`config.mk`:
```
export PLATFORM = sky130hd
export DESIGN_NAME = seg_scan_ctrl
export DESIGN_NICKNAME = d
export VERILOG_FILES = /design/src/rtl/seg_pkg.sv /design/src/rtl/seg_lz_mask.sv /design/src/rtl/seg_scan_ctrl.sv
export SDC_FILE = /design/constraint.sdc
export NUM_CORES = 1
export LEC_CHECK = 0
export BUFFER_PORTS_ARGS = -buffer_cell sky130_fd_sc_hd__buf_2
export CAP_MARGIN = 20
export CORE_UTILIZATION = 54
export CTS_BUF_LIST = sky130_fd_sc_hd__clkbuf_16
export DETAILED_ROUTE_END_ITERATION = 16
export PLACE_DENSITY = 0.84
export SLEW_MARGIN = 20
export SYNTH_ARGS = -nofsm -noshare
export SYNTH_HDL_FRONTEND = slang
export SYNTH_SLANG_ARGS = --single-unit
```
`constraint.sdc`:
```
create_clock -name CLK100MHZ -period 4 [get_ports CLK100MHZ]
set_input_delay 1 -clock CLK100MHZ [delete_from_list [all_inputs] [get_ports CLK100MHZ]]
set_output_delay 1 -clock CLK100MHZ [all_outputs]
set_load 0.03 [all_outputs]
```
`src/rtl/seg_pkg.sv`:
```
`default_nettype none
// ============================================================================
//  Module  : seg_pkg
//  Brief   : Shared types, constants and hex decode for the segment scanner.
//  Revision: 1.0
// ============================================================================
package seg_pkg;

    typedef enum logic [1:0] {
        S_LOAD  = 2'd0,
        S_GUARD = 2'd1,
        S_DRIVE = 2'd2
    } state_t;

    localparam logic [6:0] SEG_BLANK = 7'h7F;

    // Segment order is {g,f,e,d,c,b,a}, active-low.
    function automatic logic [6:0] hex2seg(input logic [3:0] nib);
        hex2seg = SEG_BLANK;
        case (nib)
            4'h0: hex2seg = 7'b1000000;
            4'h1: hex2seg = 7'b1111001;
            4'h2: hex2seg = 7'b0100100;
            4'h3: hex2seg = 7'b0110000;
            4'h4: hex2seg = 7'b0011001;
            4'h5: hex2seg = 7'b0010010;
            4'h6: hex2seg = 7'b0000010;
            4'h7: hex2seg = 7'b1111000;
            4'h8: hex2seg = 7'b0000000;
            4'h9: hex2seg = 7'b0010000;
            4'hA: hex2seg = 7'b0001000;
            4'hB: hex2seg = 7'b0000011;
            4'hC: hex2seg = 7'b1000110;
            4'hD: hex2seg = 7'b0100001;
            4'hE: hex2seg = 7'b0000110;
            4'hF: hex2seg = 7'b0001110;
            default: hex2seg = SEG_BLANK;
        endcase
    endfunction

endpackage
`default_nettype wire

```
`src/rtl/seg_lz_mask.sv`:
```
`default_nettype none
// ============================================================================
//  Module  : seg_lz_mask
//  Brief   : Combinational leading-zero blank mask for the latched frame.
//  Revision: 1.0
// ============================================================================
module seg_lz_mask
#(
    parameter int NDIG = 8
)(
    input  logic [NDIG*4-1:0] i_frame_buf,
    input  logic [NDIG-1:0]   i_dp_latched,
    output logic [NDIG-1:0]   o_blank_mask
);

    // w_zero_above[i] is set when nibbles i..NDIG-1 are all zero.
    logic [NDIG:0] w_zero_above;

    assign w_zero_above[NDIG] = 1'b1;

    for (genvar i = 0; i < NDIG; i++) begin : g_dig
        assign w_zero_above[i] = w_zero_above[i+1] && (i_frame_buf[i*4 +: 4] == 4'h0);
        if (i == 0) begin : g_first
            assign o_blank_mask[i] = 1'b0;
        end else begin : g_rest
            assign o_blank_mask[i] = w_zero_above[i] && !i_dp_latched[i];
        end
    end

endmodule
`default_nettype wire

```
`src/rtl/seg_scan_ctrl.sv`:
```
`default_nettype none
// ============================================================================
//  Module  : seg_scan_ctrl
//  Brief   : Multiplexed seven-segment scanner with frame snapshot, guard
//            time, PWM brightness, leading-zero blanking and decimal points.
//  Revision: 1.0
// ============================================================================
module seg_scan_ctrl
    import seg_pkg::*;
#(
    parameter int NDIG      = 8,
    parameter int NSRC      = 4,
    parameter int SLOT_LOG2 = 18,
    parameter int GUARD_CYC = 64
)(
    input  logic                      CLK100MHZ,
    input  logic                      reset,
    input  logic                      en,
    input  logic [$clog2(NSRC)-1:0]   src_sel,
    input  logic [NSRC*NDIG*4-1:0]    src_data,
    input  logic [NDIG-1:0]           dp_mask,
    input  logic                      lz_blank,
    input  logic [3:0]                bright,
    output logic [6:0]                seg,
    output logic                      dp,
    output logic [NDIG-1:0]           an,
    output logic                      frame_tick,
    output logic [$clog2(NDIG)-1:0]   cur_digit
);

    localparam int DW  = NDIG * 4;
    localparam int DGW = $clog2(NDIG);
    localparam logic [SLOT_LOG2-1:0] c_guard_last = SLOT_LOG2'(GUARD_CYC - 1);
    localparam logic [SLOT_LOG2-1:0] c_slot_last  = '1;
    localparam logic [DGW-1:0]       c_digit_last = DGW'(NDIG - 1);

    state_t                r_state, w_state_nxt;
    logic [DGW-1:0]        r_digit, w_digit_nxt;
    logic [SLOT_LOG2-1:0]  r_slot_cnt, w_slot_nxt;
    logic [DW-1:0]         r_frame_buf;
    logic [NDIG-1:0]       r_dp_latched;
    logic                  r_lz_latched;
    logic [6:0]            r_seg, w_seg_nxt;
    logic                  r_dp, w_dp_nxt;
    logic [NDIG-1:0]       r_an, w_an_nxt;
    logic                  r_frame_tick;

    logic [NDIG-1:0]       w_blank_mask;
    logic [3:0]            w_nib;
    logic [3:0]            w_pwm_phase;
    logic                  w_drive;

    seg_lz_mask #(.NDIG(NDIG)) u_lz_mask (
        .i_frame_buf  (r_frame_buf),
        .i_dp_latched (r_dp_latched),
        .o_blank_mask (w_blank_mask)
    );

    always_comb begin
        w_state_nxt = r_state;
        w_digit_nxt = r_digit;
        w_slot_nxt  = r_slot_cnt;
        case (r_state)
            S_LOAD: begin
                w_state_nxt = S_GUARD;
                w_digit_nxt = '0;
                w_slot_nxt  = '0;
            end
            S_GUARD: begin
                w_slot_nxt = r_slot_cnt + 1'b1;
                if (r_slot_cnt == c_guard_last)
                    w_state_nxt = S_DRIVE;
            end
            S_DRIVE: begin
                w_slot_nxt = r_slot_cnt + 1'b1;
                if (r_slot_cnt == c_slot_last) begin
                    if (r_digit == c_digit_last) begin
                        w_state_nxt = S_LOAD;
                    end else begin
                        w_state_nxt = S_GUARD;
                        w_digit_nxt = r_digit + 1'b1;
                    end
                end
            end
            default: w_state_nxt = S_LOAD;
        endcase
    end

    // Output selection from the current state; registered on the next edge.
    always_comb begin
        w_nib       = r_frame_buf[4*r_digit +: 4];
        w_pwm_phase = r_slot_cnt[SLOT_LOG2-1 -: 4];
        w_drive     = en && (r_state == S_DRIVE) && !(r_lz_latched && w_blank_mask[r_digit]);
        w_seg_nxt   = SEG_BLANK;
        w_dp_nxt    = 1'b1;
        w_an_nxt    = '1;
        if (w_drive) begin
            w_seg_nxt = hex2seg(w_nib);
            w_dp_nxt  = ~r_dp_latched[r_digit];
            if (w_pwm_phase <= bright)
                w_an_nxt[r_digit] = 1'b0;
        end
    end

    always_ff @(posedge CLK100MHZ) begin
        if (!reset) begin
            r_state      <= S_LOAD;
            r_digit      <= '0;
            r_slot_cnt   <= '0;
            r_frame_buf  <= '0;
            r_dp_latched <= '0;
            r_lz_latched <= 1'b0;
            r_seg        <= SEG_BLANK;
            r_dp         <= 1'b1;
            r_an         <= '1;
            r_frame_tick <= 1'b0;
        end else begin
            r_seg        <= w_seg_nxt;
            r_dp         <= w_dp_nxt;
            r_an         <= w_an_nxt;
            r_frame_tick <= en && (r_state == S_LOAD);
            if (en) begin
                r_state    <= w_state_nxt;
                r_digit    <= w_digit_nxt;
                r_slot_cnt <= w_slot_nxt;
                if (r_state == S_LOAD) begin
                    r_frame_buf  <= src_data[src_sel*DW +: DW];
                    r_dp_latched <= dp_mask;
                    r_lz_latched <= lz_blank;
                end
            end
        end
    end

    assign seg        = r_seg;
    assign dp         = r_dp;
    assign an         = r_an;
    assign frame_tick = r_frame_tick;
    assign cur_digit  = r_digit;

endmodule
`default_nettype wire

```
After elaboration in Yosys (flattened, before gate mapping) --
Memories as Yosys holds them, arrays and structs flattened. A register that Yosys moved wholly into a read port is not among the register bits. Index checks and enable logic that the tools add are counted.
Storage, ports and cells: input port bits 146, output and inout port bits 20, register bits after elaboration 74, memory bits (read-only) 112, memories kept 1
Cells by class: magnitude comparators 3, muxes and demuxes 14, $add $sub $neg 2, shift-type cells 2, reduce and logical (&&, ||, !) cells 44, bitwise logic cells 2, equality and inequality tests 8
Memory list:
- (name not given) | words 16, width 7, read ports 1, clocked after Yosys merged registers in 1, wr ports 0, line seg_pkg.sv:20 | case (nib)
Operators by type and width (count):
- variable part select 128 x 8 -> 32 bit | 1
- case mux 18 bit (2 select lines) | 1
- variable part select 32 x 6 -> 4 bit | 1
- zero test 4 bit | 7
- adder 18 x 1 -> 18 bit, second input constant | 1
- equality test 18 bit, second input constant | 1
- equality test 18 x 6 -> 1 bit, second input constant | 1
- logical AND 1 bit | 18
- zero test 1 bit | 9
- NOT 8 bit | 1
- binary-select mux 1 bit (select 3 bit) | 2
- two-way mux 3 bit | 2
- inequality test 2 bit, second input constant | 3
- case mux 2 bit (3 select lines) | 1
- case mux 3 bit (2 select lines) | 1
- AND reduction 2 bit | 3
- AND reduction 3 bit | 2
- less-or-equal comparator 4 bit | 1
- < comparator 3 x 4 -> 1 bit, second input constant | 1
- two-way mux 1 bit | 4
- two-way mux 2 bit | 2
- AND reduction 4 bit | 1
- nonzero test 2 bit | 2
- adder 3 x 1 -> 3 bit, second input constant | 1
- other kinds (8) | 8

Depth between registers and ports, before layout --
depth in word-level cells 15, gate-level depth with buffers 10, mapped depth without buffers 9

Cells and area by module --
From an unflattened synthesis, not the netlist that was laid out.
Second synthesis, totals: cells, all modules 510, area total of the unflattened synthesis 4824.6 um2
By module, submodules not included:
- seg_scan_ctrl | area each 4659.5 um2, instances 1, cells each 491
- seg_lz_mask | area each 165.2 um2, instances 1, cells each 19

Worst setup path before layout --
No wires, ideal clock.
path type register to register, from register r_digit[1] (netlist: cur_digit[1]), to register r_seg[3] (netlist: seg[3]), buffers on the path 2, arrival time 2.685 ns, path slack 1.181 ns, period minus slack after synthesis 2.819 ns, data required time 3.866 ns, cell stages (with the launch flop) 10, cells stage by stage dfxtp_1 buf_6 buf_2 nor2b_1 a221oi_1 o221ai_1 inv_1 ha_1 nor2b_4 or4b_1
Between the ends: word-level cells in the longest chain between the ends 7, elaborated cells on any way between the ends 8, those cells by class shift (1); mux (2); reduce/logical (5)
RTL lines:
- start: declaration | line seg_scan_ctrl.sv:38 | logic [DGW-1:0] r_digit, w_digit_nxt;
- start signal: assignment | line seg_scan_ctrl.sv:124 | r_digit <= w_digit_nxt;
- binary-select mux 1 bit (select 3 bit) | line seg_scan_ctrl.sv:93 | w_drive = en && (r_state == S_DRIVE) && !(r_lz_latched && w_blank_mask[r_digit]);
- two-way mux 1 bit (not written as such) | line seg_scan_ctrl.sv:93
- logical AND 1 bit | line seg_scan_ctrl.sv:93
- zero test 1 bit | line seg_scan_ctrl.sv:93
- logical AND 1 bit | line seg_scan_ctrl.sv:93
- AND reduction 2 bit (no line)
- zero test 1 bit (no line)
- end: declaration | line seg_scan_ctrl.sv:43 | logic [6:0] r_seg, w_seg_nxt;
Parallel ways exist; a longest one is shown, timed or not. The select of a mux whose other input is x is not followed. A chain may end at the register's enable or synchronous reset.

Final worst setup path --
Same ends and word-level chain as after synthesis.

==> impl_metrics.toml <==
[outcome]
status = "finished clean"

[layout]
fin_nets = 809
multi_input_area_sq_um = 2810
drive_gt1_share_pct = 36.3
final_cells = 756
seq_area_sq_um = 1620
area_delta_synth_final_pct = 24.8
antenna_cells = 0
fillers = 671

[critical_path]
cp-startpoint = "cur_digit[1]$_SDFFE_PN0P_"
crit_type = "register to register"
worstPathMaxFanout = 19
cp-endpoint = "seg[3]$_SDFF_PN1_"
r2r_setup_slack_ps = 950
cp_data_required_time_ps = 4210
timing.rr.end = "seg[3]$_SDFF_PN1_"
critPathLaunchType = "register"
rr_startpoint = "cur_digit[1]$_SDFFE_PN0P_"
end_kind = "register"
rr_worst_depth = 7
cp.arrival_ps = 3260

[clock_network]
clock-sinks = 81
clk_latency_ps = 340
ctsRootBufferMaster = "clkbuf_16"
cts_buffers = 9
ctsHoldBuffers = 0
h-tree-depth = 3
clkTransAtPathRegs_ps = 60
cts_setup_buffers = 0
cts_tree = "done"
clock_path_buffers = 2
cts_resized = 0

[power_and_ir_drop]
power.density_nw_per_um2 = 335
ir_drop_v = 0.000166
comb_power_share_pct = 16.7
switching_power_uw = 511
p_leak_nw = 2.39
netSwitchingFraction_pct = 26.4
p_seq_share_pct = 45.4
pwr-share-clk_pct = 37.9
internal_power_mw = 1.42
power.total_mw = 1.93

[timing]
min_period_ps = 3050
fmaxAchievable_mhz = 328
hold_viol = 0
period_share_pct = 76.2
fin_hold_ws_ps = 454
drv_slew = 0
fin_worst_skew_ps = 6.74
rsz0062_at_grt = "no"
setup_tns_ps = 0
max-slew-margin-rel_pct = 50.6
tightestPinTransition_ps = 741
setup_violations = 0

[grt]
grt_pass1_vias = 4072
grt_usage_pct = 27.4
grt_overflow_total = 0
grt_pass1_wl_microns = 18700
grt_max_degree = 43
antenna_found_initial = 0

[min_path]
min_from = "r_frame_buf[3]$_SDFFE_PN0P_"
hp-class = "register to register"

[floorplan]
dieArea_sq_um = 8940
num_rows = 33
core_area_sq_um = 8260
start_util_pct = 56.0
ios = 166
fp.dieH_microns = 94.6
die_x_microns = 94.6

[logic_synthesis]
syn_nets = 656
async_flop_share_pct = 0
netlist_area_sq_um = 4630
ys_ff_latch = 81
synth_top_area_share_pct = 35.1
avgSynthCellArea_sq_um = 9.38
synth_edf_count = 0
synth_flop_cell = "dfxtp_1"
yosys_warnings = 0
synthCells = 493
yosysUniqueCellTypes = 55
synth_top_area_cell = "dfxtp_1"
seq_area_frac_synth_pct = 35.1
yosys-top-cells-area = "dfxtp_1, mux4_2, nand2_1"

[routing]
drc = 0
vias = 4326
final_antenna_net_count = 0
met1_length_microns = 4930
vias_per_cell = 5.72
wl_per_cell_microns = 15.7
highest_layer = "met4"
drt-initial-drc-count = 197
route.met3.wl_microns = 634
drtPass1Iterations = 5
route.met2.wl_microns = 6000
drt-total-wl_microns = 11900

[placement]
io_buffers = 165
gp_congestion = 0.928
place_hpwl_microns = 9310
dpl.cell_count = 740

[run]
drv_cap = 0
==> stage by stage <==
step           setup slack (ps)  util (%)  area [sq um]
2_1_floorplan              1180         -          4630
3_3_place_gp               1120      66.7          5500
3_5_place_dp                967      66.7          5500
4_1_cts                     943      69.8          5770
5_1_grt                     684      69.9          5770
6_report                    952      69.9          5770
==> worst max-delay path, stage by stage, from the launching register on <==
cell and delay, ps:
dfxtp_1 770, nor2b_1 440, a221oi_1 150, o221ai_1 440
inv_1 190, ha_1 390, nor2b_4 50, or4b_1 480
==> synth_stat cells (5+ instances only) <==
cell and n:
mux4_2 34, ha_1 17, nand4_1 17, nor2_1 31, a21oi_1 39, nand2_1 103
clkbuf_1 17, nor4_1 11, nand3_1 10, a21boi_0 8, xor2_1 9, o21ai_0 9
buf_2 9, dfxtp_1 81, xnor2_1 6, inv_1 17, nor2b_1 5
==> sequential cells by signal, summed over array words and instances (netlist names) <==
signal / flops
cur_digit: 3
r_state: 2
r_dp_latched: 8
an: 8
r_lz_latched: 1
r_frame_buf: 32
seg: 7
frame_tick: 1
r_slot_cnt: 18
dp: 1
==> area by class of cell <==
| type | instances | share of cell area, % |
|---|---|---|
| Inverter | 18 | 1.17 |
| Timing Repair Buffer | 172 | 15.2 |
| Multi-Input combinational cell | 364 | 48.7 |
| Clock buffer | 9 | 3.90 |
| Clock inverter | 7 | 0.672 |
| Tap cell | 105 | 2.28 |
| Sequential cell | 81 | 28.1 |
==> metal layers <==
layer | global-route usage [%] | vias up
met2 | 47.3 | 174
met5 | 0 | -
met4 | 12.6 | 0
met1 | 33.5 | 2021
met3 | 4.43 | 29
li1 | - | 2102
==> power by group through the flow <==
stage / registers, mW / logic (mW) / clock network [mW]
3_3_place_gp: 0.894 / 0.312 / 0
5_1_grt: 0.881 / 0.356 / 0.783
6_report: 0.879 / 0.323 / 0.732
4_1_cts: 0.877 / 0.324 / 0.746
3_5_place_dp: 0.895 / 0.322 / 0
2_1_floorplan: 0.881 / 0.210 / 0
==> layout by cell type, fill, tap and decap left out, drive strengths merged, types with 6 or more instances in the layout <==
cell type / instances
xnor2: 6
nor4: 11
a21oi: 39
nor2: 31
mux4: 36
a21boi: 8
dfxtp: 81
mux2: 6
o21ai: 10
ha: 17
inv: 19
xor2: 9
nor2b: 6
nand3: 10
nand2: 103
a221oi: 6
nand4: 17
clkbuf: 9
buf: 172
==> logic make-up (layout without fill, tap and decap cells) <==
| family | count (synthesis) | in the layout | share of synthesized area [%] |
|---|---|---|---|
| AOI/OAI and AO/OA | 86 | 86 | 13.0 |
| xor gates and xnor gates | 15 | 15 | 2.84 |
| adders and majority gates | 17 | 17 | 4.60 |
| buffers and inverters | 48 | 206 | 4.30 |
| DFF | 81 | 81 | 35.1 |
| muxes | 46 | 46 | 20.2 |
| and+or+nand+nor | 200 | 200 | 20.0 |
==> worst min-delay path by stage <==
stage / end / cells past startpoint
after floorplan: r_frame_buf[0]$_SDFFE_PN0P_ / 2
after global placement: r_frame_buf[3]$_SDFFE_PN0P_ / 2
after detailed placement: r_frame_buf[3]$_SDFFE_PN0P_ / 2
after CTS: r_frame_buf[3]$_SDFFE_PN0P_ / 2
after global routing: r_dp_latched[0]$_SDFFE_PN0P_ / 2
final: r_frame_buf[3]$_SDFFE_PN0P_ / 2
Power figures use the tool's default switching activity.
